## config.mk

```make
export PLATFORM = sky130hd
export DESIGN_NAME = mult_err_stats
export DESIGN_NICKNAME = d
export VERILOG_FILES = /design/src/rtl/mult_err_stats_pkg.sv /design/src/rtl/mult_err_stats_err_dist.sv /design/src/rtl/mult_err_stats.sv
export SDC_FILE = /design/constraint.sdc
export NUM_CORES = 1
export LEC_CHECK = 0
export CORE_MARGIN = 5
export CORE_UTILIZATION = 54
export CTS_CLUSTER_DIAMETER = 100
export DETAILED_ROUTE_END_ITERATION = 10
export PLACE_DENSITY_LB_ADDON = 0.25
export SETUP_SLACK_MARGIN = 0.4
export SLEW_MARGIN = 20
export SYNTH_ARGS = -nofsm -noshare
export SYNTH_HDL_FRONTEND = slang
export SYNTH_HIERARCHICAL = 1
export SYNTH_SLANG_ARGS = --single-unit
```

## constraint.sdc

```tcl
create_clock -name clk -period 2.4 [get_ports clk]
set_input_delay 0.36 -clock clk [delete_from_list [all_inputs] [get_ports clk]]
set_output_delay 0.36 -clock clk [all_outputs]
set_load 0.01 [all_outputs]
```

## src/rtl/mult_err_stats_pkg.sv

```systemverilog
// Purpose: shared types and default sizing for the multiplier error-statistics slice.
// Latency: n/a (package only).
// Backpressure: n/a (package only).
//
// Contents: FSM state encoding and default widths shared with the multiplier
// test wrappers. CNT_W_DEF is derived so that 2^CNT_W_DEF > N_SAMPLES_DEF.
package mult_err_stats_pkg;

  localparam int W_DEF         = 5;
  localparam int N_SAMPLES_DEF = 1024;                  // exhaustive 5x5 sweep
  localparam int CNT_W_DEF     = $clog2(N_SAMPLES_DEF + 1);
  localparam int SUM_W_DEF     = 16;                    // 1024*31 = 31744 fits

  typedef enum logic [1:0] {
    IDLE   = 2'd0,
    ACC    = 2'd1,
    DRAIN  = 2'd2,
    REPORT = 2'd3
  } state_t;

endpackage

```

## src/rtl/mult_err_stats_err_dist.sv

```systemverilog
// Purpose: error distance |a-b| and inequality flag between two products.
// Latency: combinational, zero cycles.
// Backpressure: none; pure function of its inputs.
//
// Ports: a, b (W-bit unsigned products); ed (W-bit |a-b|); neq (a != b).
module err_dist #(
  parameter int W = 5
) (
  input  logic [W-1:0] a,
  input  logic [W-1:0] b,
  output logic [W-1:0] ed,
  output logic         neq
);

  // Subtract in the order that keeps the result non-negative so the W-bit
  // difference never wraps.
  assign ed  = (a >= b) ? (a - b) : (b - a);
  assign neq = (a != b);

endmodule

```

## src/rtl/mult_err_stats.sv

```systemverilog
// Purpose: accumulates error sum / max / count over a window of appx/exact product pairs.
// Latency: accept -> accumulators after 2 register stages; res_valid 3 cycles after last accept.
// Backpressure: in_ready low outside ACC; res_valid and results held until res_ready.
//
// Ports: clk, rst_n (sync, active-low); start pulse opens a window in IDLE;
// in_valid/in_ready/appx/exact carry the pair stream; busy is high outside IDLE;
// res_valid/res_ready hand over err_sum, err_max, err_cnt and sum_sat.
module mult_err_stats
  import mult_err_stats_pkg::*;
#(
  parameter int W         = W_DEF,
  parameter int N_SAMPLES = N_SAMPLES_DEF,
  parameter int CNT_W     = CNT_W_DEF,
  parameter int SUM_W     = SUM_W_DEF
) (
  input  logic             clk,
  input  logic             rst_n,
  input  logic             start,
  input  logic             in_valid,
  output logic             in_ready,
  input  logic [W-1:0]     appx,
  input  logic [W-1:0]     exact,
  output logic             busy,
  output logic             res_valid,
  input  logic             res_ready,
  output logic [SUM_W-1:0] err_sum,
  output logic [W-1:0]     err_max,
  output logic [CNT_W-1:0] err_cnt,
  output logic             sum_sat
);

  state_t           state;
  logic [CNT_W-1:0] acc_cnt;

  // Stage-1 pipeline register: distance and inequality of the accepted pair.
  logic             s1_vld;
  logic [W-1:0]     s1_ed;
  logic             s1_neq;

  logic [W-1:0]     ed;
  logic             neq;
  logic             accept;
  logic             last_accept;
  logic [SUM_W:0]   sum_ext;

  err_dist #(.W(W)) u_err_dist (
    .a   (appx),
    .b   (exact),
    .ed  (ed),
    .neq (neq)
  );

  assign accept      = in_valid & in_ready;
  assign last_accept = accept && (acc_cnt == CNT_W'(N_SAMPLES - 1));

  // One extra bit catches the carry out so the sum can clamp instead of wrap.
  assign sum_ext = {1'b0, err_sum} + (SUM_W + 1)'(s1_ed);

  always_ff @(posedge clk) begin
    if (!rst_n) begin
      state     <= IDLE;
      acc_cnt   <= '0;
      s1_vld    <= 1'b0;
      s1_ed     <= '0;
      s1_neq    <= 1'b0;
      in_ready  <= 1'b0;
      busy      <= 1'b0;
      res_valid <= 1'b0;
      err_sum   <= '0;
      err_max   <= '0;
      err_cnt   <= '0;
      sum_sat   <= 1'b0;
    end else begin
      s1_vld <= accept;
      s1_ed  <= ed;
      s1_neq <= neq;

      // Stage 2: fold the registered distance into the window statistics.
      if (s1_vld) begin
        if (sum_ext[SUM_W]) begin
          err_sum <= '1;
          sum_sat <= 1'b1;
        end else begin
          err_sum <= sum_ext[SUM_W-1:0];
        end
        if (s1_ed > err_max) err_max <= s1_ed;
        err_cnt <= err_cnt + CNT_W'(s1_neq);
      end

      // The FSM comes after the accumulate so the start-time clear has priority;
      // the pipeline is always empty in IDLE, so the two never really collide.
      case (state)
        IDLE: begin
          if (start) begin
            state    <= ACC;
            busy     <= 1'b1;
            in_ready <= 1'b1;
            acc_cnt  <= '0;
            err_sum  <= '0;
            err_max  <= '0;
            err_cnt  <= '0;
            sum_sat  <= 1'b0;
          end
        end
        ACC: begin
          if (accept) begin
            acc_cnt <= acc_cnt + CNT_W'(1);
            if (last_accept) begin
              in_ready <= 1'b0;
              state    <= DRAIN;
            end
          end
        end
        DRAIN: begin
          // The final pair is in stage 1 on the first DRAIN cycle; once stage 1
          // is empty the accumulators already hold the complete window.
          if (!s1_vld) begin
            state     <= REPORT;
            res_valid <= 1'b1;
          end
        end
        REPORT: begin
          if (res_ready) begin
            res_valid <= 1'b0;
            busy      <= 1'b0;
            state     <= IDLE;
          end
        end
        default: state <= IDLE;
      endcase
    end
  end

endmodule
```

After elaboration in Yosys (flattened, before gate mapping)

Index checks and enable logic that the tools add are counted.

Add/subtract/negate cells: 5
Order comparisons: 2
Eq/ne operators: 10
Muxes and demuxes: 33
Bitwise logic cells: 1
Reductions and logical operators: 10

Operators with widths:

| operator                                                           | count |
|---|---|
| 16-bit 2-to-1 mux                                                  | 4 |
| 11-bit 2-to-1 mux                                                  | 5 |
| 5-bit 2-to-1 mux                                                   | 5 |
| 11-bit case mux with 2 select lines                                | 1 |
| 16-bit by 5-bit adder with 17-bit output                           | 1 |
| 11-bit by 1-bit adder with 11-bit output                           | 1 |
| 11-bit by 1-bit adder with 11-bit output (second input constant)   | 1 |
| 11-bit by 10-bit == test with 1-bit output (second input constant) | 1 |
| 2-bit 2-to-1 mux                                                   | 5 |
| 2-bit != test (second input constant)                              | 5 |
| 5-bit subtractor                                                   | 2 |
| 1-bit 2-to-1 mux                                                   | 9 |
| 3-bit AND reduction                                                | 3 |
| 2-bit case mux with 4 select lines                                 | 1 |
| 1-bit case mux with 2 select lines                                 | 3 |
| 2-bit nonzero test                                                 | 3 |
| 5-bit greater-or-equal comparator                                  | 1 |
| 5-bit > comparator                                                 | 1 |
| 5-bit != test                                                      | 1 |
| 5-bit AND reduction                                                | 1 |
| 2-bit == test (second input constant)                              | 2 |
| 4-bit AND reduction                                                | 1 |
| 2-bit by 1-bit == test with 1-bit output (second input constant)   | 1 |
| 2-bit zero test                                                    | 1 |
| other kinds (2)                                                    | 2 |

Bits in registers: 56
Bits of input ports: 15
Output and inout port bits: 36
Logic and storage cells: 73

Longest topological paths before layout

Gate-level depths: netlist of the first run.

Depth after elaboration: 5
Gate-level depth with buffers: 9
Gate-level depth less buffers: 8

Hierarchy

Netlist of the first run, hierarchy kept.

By module, submodules not included:

| module         | instances | cells an instance | area an instance (sq um) | seq. area each (sq um) |
|---|---|---|---|---|
| mult_err_stats | 1         | 309               | 2,797.7                  | 1,121.1 |
| err_dist       | 1         | 52                | 430.4                    | 0.0 |

Least setup slack after synthesis of the first run

No wires, ideal clock.

Path type: register -> register
Start: reg err_sum[0]
End: reg err_sum[10]
Library setup time: 0.139 ns
Arrival: 1.710 ns
Required time: 2.261 ns
Path slack: 0.551 ns
Cell stages (with the launch flop): 8
Buffers on the path: 0
Period minus slack after synthesis: 1.849 ns
Cell sequence: dfxtp_1 ha_1 fa_1 a21oi_2 o21ai_2 and2b_2 a21oi_1 a311oi_2

Word-level cells in the longest chain between the ends: 5

RTL lines:

| item                                       | line                 | RTL |
|---|---|---|
| start, declared                            | mult_err_stats.sv:26 | `output logic [SUM_W-1:0] err_sum,` |
| start signal, assigned                     | mult_err_stats.sv:84 | `err_sum <= sum_ext[SUM_W-1:0];` |
| 16-bit by 5-bit adder with 17-bit output * | mult_err_stats.sv:57 | `assign sum_ext = {1'b0, err_sum} + (SUM_W + 1)'(s1_ed);` |
| 16-bit 2-to-1 mux *                        | mult_err_stats.sv:80 | `if (sum_ext[SUM_W]) begin` |
| 16-bit 2-to-1 mux *                        | mult_err_stats.sv:79 | `if (s1_vld) begin` |
| 16-bit 2-to-1 mux                          | mult_err_stats.sv:94 | `if (start) begin` |
| 16-bit 2-to-1 mux *                        | mult_err_stats.sv:92 | `case (state)` |

Every way passes the cells marked *; elsewhere a longest branch is shown, timed or not.
A chain may end at the register's enable or synchronous reset.

Worst setup path after layout of the first run

Start: in appx[0]
End: reg s1_ed[4]

Word-level cells in the longest chain between the ends: 2
Elaborated cells between the ends (all ways): 4
Those cells by class: 2 x add/sub; 1 x order compare; 1 x mux

RTL lines:

| item                                                                         | line                          | RTL |
|---|---|---|
| start, declared                                                              | mult_err_stats.sv:21          | `input logic [W-1:0] appx,` |
| 5-bit subtractor / 5-bit greater-or-equal comparator (equally long branches) | mult_err_stats_err_dist.sv:17 | `assign ed = (a >= b) ? (a - b) : (b - a);` |
| 5-bit 2-to-1 mux *                                                           | mult_err_stats_err_dist.sv:17 |  |
| named net ed[4]                                                              | mult_err_stats.sv:40          | `logic [W-1:0] ed;` |
| end signal, assigned                                                         | mult_err_stats.sv:64          | `s1_ed <= '0;` |
| end signal, assigned                                                         | mult_err_stats.sv:75          | `s1_ed <= ed;` |
| end, declared                                                                | mult_err_stats.sv:37          | `logic [W-1:0] s1_ed;` |

The timed path passes the listed nets; every way through them passes the cells marked *.

==> impl_results.md, run 1 <==
- Run status: complete, no violations
- CTS Hold Bufs: 0
- Post-synth EDFFs: 0
- Crit path cell chain: clkdlybuf4s50_1 -> inv_1 -> ha_1 -> fa_1 -> nand2b_1 -> a21oi_1 -> xnor2_1 -> mux2i_1 -> and2_1
- Post-synthesis mux area share: 0.0252
- Largest family of logic cells by synthesized area: simple AND/OR/NAND/NOR gates
- Finished Cell Area: 0.00395 mm²
- DP Area: 0.00380 mm²
- Reg2Reg Depth: 7
- Crit path time final: 1970 ps
- Inst Count DP: 483
- Post-Synthesis Cells: 361
- Setup WS post-layout: 434 ps
- Clock Root Buffer: clkbuf_8
- Slew of the pin with the lowest slew margin: 584 ps
- Global route overflow: 0
- Final HPWL DP: 5070 µm
- GRT Overall Usage: 0.179
- Synth async-reset ratio: 0
- Period utilisation layout: 0.819
- Leakage: 0.00150 µW
- Area delta synth->final: 22.3%
- Row count: 28
- Slowest cell on crit path: clkdlybuf4s50_1
- ANT nets after route: 0
- Vias: 2688
- Post-route DRC: 0
- Synth area leaders: dfxtp_1, ha_1, xor2_1
- WHS Path Cells: 2
- F_max: 0.509 GHz
- Mapped Area: 0.00323 mm²
- Setup TNS: 0 ps
- First-pass GRT wire length: 11300 µm
- Clk sinks: 56
- Slew Viols, Final: 0
- CTS clock-pin slew for the worst setup and hold paths: 110 ps
- Synth Area in XOR/XNOR: 0.0733
- Layout Nets: 460
- Top cell type by total area after synthesis: dfxtp_1
- Fin cells: 492
- Clk_lat worst skew: 310 ps
- Worst path depth: 9
- Via density: 5.46
- CP required: 2600 ps
- Adder-cell share of the synthesized area: 0.119
- CTS Buf Count: 5
- Share of cells above drive strength 1: 0.106
- Top-level port count: 51
- Wirelength per Cell: 13.3 µm
- Ys Warns: 6
- Most common cell after layout, fill and taps aside: dfxtp_1
- ANT cells: 0
- Port bufs: 50
- Commonest non-fill, non-tap cells in the layout: dfxtp_1, clkdlybuf4s50_1, nand2_1
- Die height: 87.3 µm
- Number of fillers in the final layout: 491
- Max Root-Sink Buffers: 2
- Yosys cell types: 60
- Core Region: 0.00585 mm²
- CP top delay family: adder cells
- Pwr dens: 592 mW/mm²
- Worst Path Arrival: 2170 ps
- Skew final: 13.8 ps
- CP max FO: 2
- Setup violators final: 0
- CP Launch Type: input port
- Initial antenna violation count: 0
- Syn_area_per_cell: 8.94 µm²
- DR iter-0 viols: 93
- Min Hold Slack: 469 ps
- Crit path kind: in2reg
- CTS tree: yes
- Drt pass-1 iters: 5
- Post-Route WL: 6530 µm
- Syn Nets: 405
- Crit end category: flop
- RSZ-0062 raised after global routing: true
- Hold Path Class: reg2reg
- Maximum ir drop on the vdd rail: 0.000582 V
- CP max stage delay: 470 ps
- Seq cells post-synth: 56
- Hold Fails Final Rpt: 0
- Die W: 87.3 µm
- Htree depth: 2
- Crit path buf inv count: 2
- Worst slack, placed: 73.8 ps
- Initial core utilization: 0.552
- Synth top area share: 0.347
- Die footprint: 0.00762 mm²
- Rel. slew slack: 0.608
- Pin count of the biggest net entering global routing: 27
- Max Cap Viol: 0
- RD Place Congestion: 0.903
- Top_reg_cell synth: dfxtp_1
- Register area share after synthesis: 0.347
- Synth Area in Compound Gates: 0.161
- Vias in the first global route: 2494
- Synth Area in Simple Gates: 0.228
## cell type report
cell class	count	area, µm²	share of cell area
Multi-Input combinational cell	273	2000	0.507
Sequential cell	56	1120	0.284
Timing Repair Buffer	56	548	0.139
Tap cell	75	93.8	0.0238
Inverter	24	90.1	0.0228
Clock buffer	5	68.8	0.0174
Clock inverter	3	23.8	0.00602
## tightest hold or removal path: cells and delay by family (launching register included)
kind | cells | cell delay (ps)
flops | 1 | 330
buf+inv | 1 | 50
compound gates | 1 | 50
## stage by stage
stage | utilization | total power, µW
6_report | 0.675 | 2340
3_3_place_gp | 0.650 | 1800
4_1_cts | 0.666 | 2340
2_1_floorplan | - | 1660
5_1_grt | 0.675 | 2510
3_5_place_dp | 0.650 | 1820
## kinds of logic (layout without fill, tap and decap cells)
logic type | after synthesis | after routing
xor+xnor | 27 | 27
buf+inv | 32 | 88
mux | 8 | 8
flops | 56 | 56
fa+ha+maj | 29 | 29
compound gates | 73 | 73
simple gates | 136 | 136
## flip-flops by register name, indices dropped and copies added (netlist names), 2 cells and up
name     count
err_sum     16
acc_cnt     11
err_cnt     11
err_max      5
s1_ed        5
state        2
## per-layer routing
layer  wire length (µm)  track usage  vias to the layer above
met1               3070        0.234                     1259
met2               3110        0.302                       51
met3                279       0.0303                        4
met4                 68       0.0530                        0
li1                   -            -                     1374
met5                  0            0                        -
## final timing paths
path                                  from          end  slack [ps]
worst max-delay path               appx[0]     s1_ed[4]         430
worst min-delay path               sum_sat      sum_sat         470
worst max register to register  err_sum[0]  err_sum[10]         500
worst min register to register     sum_sat      sum_sat         470
## synthesized netlist by cell type, drive strengths merged (2+ instances only)
library cell	count
dfxtp	56
nand2	32
nor2	31
a21oi	29
ha	26
inv	24
xor2	20
o21ai	17
nand3	16
nand4	14
and2	8
buf	7
mux2i	7
xnor2	7
and3	6
nand2b	5
and4	4
nor2b	4
nor3	4
o221a	4
or2	4
a31oi	3
fa	3
o21a	3
a211oi	2
and3b	2
nand3b	2
o21bai	2
or3	2
## timing repair
action | in CTS | in global routing
buffers inserted | 0 | 1
hold endpoints to repair | 0 | 0
setup endpoints to repair | 1 | 22
pin swaps | 0 | 3
resized for setup | 1 | 9
## power by group
group          switching, µW  internal, µW
combinational            417           344
clock                    310           207
sequential              67.7           990
No activity file was read; power rests on OpenSTA's default activity.
==> inputs of run 2 (changes only) <==
--- a/config.mk
+++ b/config.mk
@@ -6,7 +6,7 @@
 export NUM_CORES = 1
 export LEC_CHECK = 0
 export CORE_MARGIN = 5
-export CORE_UTILIZATION = 54
+export CORE_UTILIZATION = 49
 export CTS_CLUSTER_DIAMETER = 100
 export DETAILED_ROUTE_END_ITERATION = 10
 export PLACE_DENSITY_LB_ADDON = 0.25
==> constraint.sdc (replaced) <==
create_clock -name clk -period 1.59 [get_ports clk]
set_input_delay 0.2385 -clock clk [delete_from_list [all_inputs] [get_ports clk]]
set_output_delay 0.2385 -clock clk [all_outputs]
set_load 0.01 [all_outputs]
==> impl_results.md, run 2 (synthesis gave the netlist of run 1 again) <==
- Final Util: 0.859 (+0.184)
- First-pass GRT wire length: 15000 µm (+33%)
- Pwr dens: 908 mW/mm² (+54%)
- Hold Path Class: reg2reg
- Die W: 91.2 µm (+4.4%)
- Port bufs: 50 (unchanged)
- Rel. slew slack: 0.730 (+0.122)
- Pin count of the biggest net entering global routing: 20 (-26%)
- Leakage: 0.00221 µW (+47%)
- Drt pass-1 iters: 5 (unchanged)
- Row count: 29 (+3.6%)
- Crit end category: flop
- Die footprint: 0.00831 mm² (+9.0%)
- CTS Buf Count: 5 (unchanged)
- Crit path time final: 1810 ps
- Share of cells above drive strength 1: 0.593 (+0.488)
- Initial core utilization: 0.505 (-0.0463)
- ANT nets after route: 0 (unchanged)
- Max Root-Sink Buffers: 2 (unchanged)
- Setup WS post-layout: -223 ps (-657 ps)
- Min Hold Slack: 475 ps (+6.18 ps)
- Setup violators final: 23 (+23)
- RSZ-0062 raised after global routing: true
- Slew of the pin with the lowest slew margin: 403 ps (-181 ps)
- Commonest non-fill, non-tap cells in the layout: buf_4, buf_6, dfxtp_2
- Max reg flops: 16 (unchanged)
- Wirelength per Cell: 19.3 µm (+45%)
- F_max: 0.552 GHz
- Global route overflow: 0 (unchanged)
- Worst Path Arrival: 2010 ps (-160 ps)
- GRT Overall Usage: 0.216 (+0.0365)
- RD Place Congestion: 0.803 (-11%)
- Die height: 91.2 µm (+4.4%)
- DR iter-0 viols: 179 (+92%)
- Skew final: 19.3 ps (+5.43 ps)
- Crit path kind: reg2reg
- CP max FO: 7 (+5)
- CTS clock-pin slew for the worst setup and hold paths: 120 ps (about the same)
- Clk_lat worst skew: 330 ps (+20 ps)
- Slew Viols, Final: 0 (unchanged)
- Layout Nets: 547 (+19%)
- Clk sinks: 56 (unchanged)
- CTS tree: yes
- Vias: 3384 (+26%)
- Final HPWL DP: 5640 µm (+11%)
- Initial antenna violation count: 0 (unchanged)
- Top reg by flops: err_sum
- Most common cell after layout, fill and taps aside: buf_4
- ANT cells: 0 (unchanged)
- Post-Route WL: 11200 µm (+72%)
- CP Launch Type: flop
- Max Cap Viol: 0 (unchanged)
- Failing checks: setup timing
- Period utilisation layout: 1.14
- Area delta synth->final: 70.0%
- Post-route DRC: 0 (unchanged)
- Setup TNS: -2810 ps (-2810 ps)
- CP required: 1780 ps (-820 ps)
- Htree depth: 2 (unchanged)
- Top-level port count: 51 (unchanged)
- CTS Hold Bufs: 0 (unchanged)
- Largest registers: err_sum: 16 flops, acc_cnt: 11 flops, err_cnt: 11 flops
- Run status: complete, but fails checks
- Power, Total: 4980 µW (+110%)
- Via density: 5.82 (+6.6%)
- Hold Fails Final Rpt: 0 (unchanged)
- Vias in the first global route: 3228 (+29%)
- Maximum ir drop on the vdd rail: 0.000934 V (+60%)
- Core Region: 0.00639 mm² (+9.2%)
- Clock Root Buffer: clkbuf_8
[run 2: cell types whose count changed in the layout (fill, tap and decap cells not counted), moves of 11 or more]
cell             delta
dfxtp_2            +31
ha_4               +17
a21oi_2            +12
ha_1               -15
buf_6              +45
dfxtp_1            -45
buf_4              +55
clkdlybuf4s50_1    -44
buf_2              +11
a21oi_1            -15
dfxtp_4            +14
inv_1              -11
[run 2: layout make-up]
class,count,area [µm²]
Clock buffer,5,68.8
Clock inverter,3,23.8
Fill cell,308,900
Inverter,24,118
Multi-Input combinational cell,274,2650
Sequential cell,56,1210
Tap cell,77,96.3
Timing Repair Buffer,142,1320
[run 2: per-layer routing]
layer	wire length, µm	GRT usage	part of all wire	vias up
met5	0	0	0	-
met1	4300	0.244	0.38	1658
li1	-	-	-	1547
met2	6000	0.400	0.54	141
met3	513	0.0331	0.046	38
met4	385	0.0868	0.034	0
[run 2: worst max-delay path, stage by stage (launching register included)]
cell and delay, ps:
dfxtp_4 370, ha_4 170, fa_2 380, a21oi_4 180
o21ai_4 110, and2b_2 270, a21oi_2 150, a311oi_2 60
[run 2: power by group]
group | leakage, µW | internal (µW) | switching [µW] | total (µW)
Clock | 0.0000495 | 325 | 523 | 848
Combinational | 0.00168 | 1310 | 1190 | 2500
Sequential | 0.000479 | 1510 | 126 | 1630
[run 2: metrics by stage]
step / setup slack [ps] / instance area, µm² / cells
6_report: -223 / 5490 / 581
5_1_grt: -271 / 5490 / 581
4_1_cts: -183 / 5030 / 560
3_5_place_dp: -526 / 4360 / 530
3_3_place_gp: -482 / 4360 / 530
2_1_floorplan: -92.6 / 3440 / 361
[run 2: path summary, 6_finish.rpt]
check | startpoint | cells after the start | slack, ps | end
max reg2reg | s1_ed[0] | 7 | -220 | err_sum[10]
min | sum_sat | 2 | 470 | sum_sat
min reg2reg | sum_sat | 2 | 470 | sum_sat
max | s1_ed[0] | 7 | -220 | err_sum[10]
[run 2: what timing repair did]
| item | in CTS | in global routing |
|---|---|---|
| gates resized for setup | 273 | 93 |
| endpoints found under the setup margin | 89 | 81 |
| gates cloned | 4 | 0 |
| pin swaps | 60 | 56 |
| buffers inserted | 18 | 21 |
==> inputs of run 3 (changes only) <==
--- a/config.mk
+++ b/config.mk
@@ -7,6 +7,7 @@
 export LEC_CHECK = 0
 export CORE_MARGIN = 5
 export CORE_UTILIZATION = 49
+export CTS_BUF_LIST = sky130_fd_sc_hd__clkbuf_16
 export CTS_CLUSTER_DIAMETER = 100
 export DETAILED_ROUTE_END_ITERATION = 10
 export PLACE_DENSITY_LB_ADDON = 0.25
==> impl_results.md, run 3 (synthesis gave the netlist of run 1 again) <==
- Vias in the first global route: 3305 (+2.4%)
- Rel. slew slack: 0.677 (-0.0531)
- Commonest non-fill, non-tap cells in the layout: buf_4, dfxtp_2, nand2_1
- Max Root-Sink Buffers: 2 (unchanged)
- Final Util: 0.844 (-0.0147)
- Most common cell after layout, fill and taps aside: buf_4
- Min Hold Slack: 465 ps (-10.2 ps)
- Initial antenna violation count: 0 (unchanged)
- CTS Buf Count: 5 (unchanged)
- Worst Path Arrival: 1980 ps (-30 ps)
- Slowest cell on crit path: dfxtp_4
- Number of fillers in the final layout: 317 (+2.9%)
- CTS Hold Bufs: 0 (unchanged)
- CP max FO: 3 (-4)
- Max Cap Viol: 0 (unchanged)
- Hold Path Class: reg2reg
- GRT Overall Usage: 0.221 (+0.00495)
- Net load switching power: 1860 µW (+1.4%)
- Post-Route WL: 11100 µm (-1.1%)
- Reg2Reg Depth: 8 (+1)
- Initial core utilization: 0.505 (unchanged)
- CTS tree: yes
- Share of cells above drive strength 1: 0.577 (-0.0160)
- Top reg by flops: err_sum
- Slew of the pin with the lowest slew margin: 479 ps (+75.8 ps)
- Skew final: 7.67 ps (-11.6 ps)
- Clock Root Buffer: clkbuf_16
- Die footprint: 0.00831 mm² (unchanged)
- CP required: 1780 ps (about the same)
- Crit path buf inv count: 1 (+1)
- Setup WS post-layout: -197 ps (+25.6 ps)
- Slew Viols, Final: 0 (unchanged)
- Period utilisation layout: 1.12 (-0.0161)
- ANT cells: 0 (unchanged)
- Sequential share of power: 0.313 (-0.014)
- Area delta synth->final: 67.1%
- Logic pwr share: 0.470 (-0.032)
- Sw Ratio: 0.355 (-0.0144)
- Crit path kind: reg2reg
- CTS clock-pin slew for the worst setup and hold paths: 80 ps (-40 ps)
- RSZ-0062 raised after global routing: true
- R2R Path End: err_sum[4]
- Setup violators final: 25 (+8.7%)
- CP max stage delay: 360 ps (-20 ps)
- Fin cells: 569 (-2.1%)
- Via density: 5.87 (+0.78%)
- Clk sinks: 56 (unchanged)
- Global route overflow: 0 (unchanged)
- Crit path cell chain: ha_4 -> fa_2 -> a21oi_4 -> buf_4 -> o21bai_2 -> xnor2_1 -> o21a_1 -> nand2_1
- ANT nets after route: 0 (unchanged)
- Pwr dens: 975 mW/mm² (+7.3%)
- P_int: 3390 µW (+7.9%)
- Launch point of the worst reg-to-reg path: s1_ed[0]
- Row count: 29 (unchanged)
- WHS Path Cells: 2 (unchanged)
- Final HPWL DP: 5640 µm (unchanged)
- Pin count of the biggest net entering global routing: 20 (unchanged)
- CP Launch Type: flop
- R2R setup slack: -200 ps (+30 ps)
- Run status: complete, but fails checks
- Drt pass-1 iters: 4 (-1)
- Crit path time final: 1790 ps (-25.6 ps)
- Crit end category: flop
- Post-route DRC: 0 (unchanged)
- Hold Fails Final Rpt: 0 (unchanged)
- Clock power frac: 0.217 (+0.047)
- Port bufs: 50 (unchanged)
- F_max: 0.559 GHz (+1.4%)
- Leakage: 0.00217 µW (-1.5%)
- Setup TNS: -2870 ps (-60.1 ps)
- DR iter-0 viols: 240 (+34%)
- Die height: 91.2 µm (unchanged)
- Wirelength per Cell: 19.5 µm (+0.99%)
- Die W: 91.2 µm (unchanged)
- Max reg flops: 16 (unchanged)
- Vias: 3340 (-1.3%)
- Core Region: 0.00639 mm² (unchanged)
- First-pass GRT wire length: 15300 µm (+1.7%)
- WHS Endpoint: sum_sat
- Top-level port count: 51 (unchanged)
- RD Place Congestion: 0.803 (unchanged)
- Htree depth: 2 (unchanged)
- Hold Startpoint: sum_sat
- CP top delay family: adder cells
- Clk_lat worst skew: 300 ps (-30 ps)
- Largest registers: err_sum: 16 flops, acc_cnt: 11 flops, err_cnt: 11 flops
- Failing checks: setup timing
- Maximum ir drop on the vdd rail: 0.000904 V (-3.2%)
- Layout Nets: 535 (-2.2%)
- Inst Count DP: 530 (unchanged)
## run 3: worst min-delay path, delay by kind of cell, from the launching register on
family | cells | cell delay, ps
AOI/OAI and AO/OA | 1 | 50
buffers and inverters | 1 | 70
DFF | 1 | 310
## run 3: cell type report
class                           count  area, µm²  share of cell area
Tap cell                           77       96.3              0.0179
Clock buffer                        5        125              0.0232
Inverter                           24        115              0.0213
Clock inverter                      3       23.8             0.00441
Sequential cell                    56       1190               0.222
Multi-Input combinational cell    274       2680               0.498
Timing Repair Buffer              130       1150               0.214
## run 3: timing repair
action | CTS | global route
setup buffers | 18 | 9
gates resized for setup | 242 | 91
endpoints found under the hold margin | 0 | 0
cloned | 4 | 0
setup endpoints to repair | 89 | 73
pin swaps | 56 | 54
## run 3: stage by stage
stage / total power [µW] / area (µm²) / worst slack [ps]
finish: 5260 / 5390 / -197
CTS: 4870 / 5020 / -183
detailed placement: 3130 / 4360 / -526
global route: 5480 / 5390 / -269
global placement: 3090 / 4360 / -482
floorplan: 2630 / 3440 / -92.6
## run 3: routing by layer
layer  vias to the layer above  track usage  share of wire
li1                       1534            -              -
met1                      1642        0.247           0.38
met2                       124        0.412           0.54
met3                        40       0.0380          0.047
met4                         0       0.0844          0.038
met5                         -            0              0
## run 3: how the worst max path moves through the flow
stage	endpoint	startpoint	depth (start not counted)
floorplan	err_sum[11]	err_sum[0]	7
global placement	s1_ed[3]	appx[2]	8
detailed placement	s1_ed[2]	appx[2]	9
CTS	err_sum[9]	s1_ed[0]	7
global route	err_max[2]	s1_ed[4]	8
finish	err_sum[4]	s1_ed[0]	8
## run 3: power groups by stage
| stage | clock (µW) | combinational [µW] | sequential (µW) |
|---|---|---|---|
| floorplan | 0 | 996 | 1640 |
| global placement | 0 | 1440 | 1640 |
| detailed placement | 0 | 1480 | 1650 |
| CTS | 1150 | 2110 | 1620 |
| global route | 1210 | 2620 | 1660 |
| finish | 1140 | 2470 | 1650 |
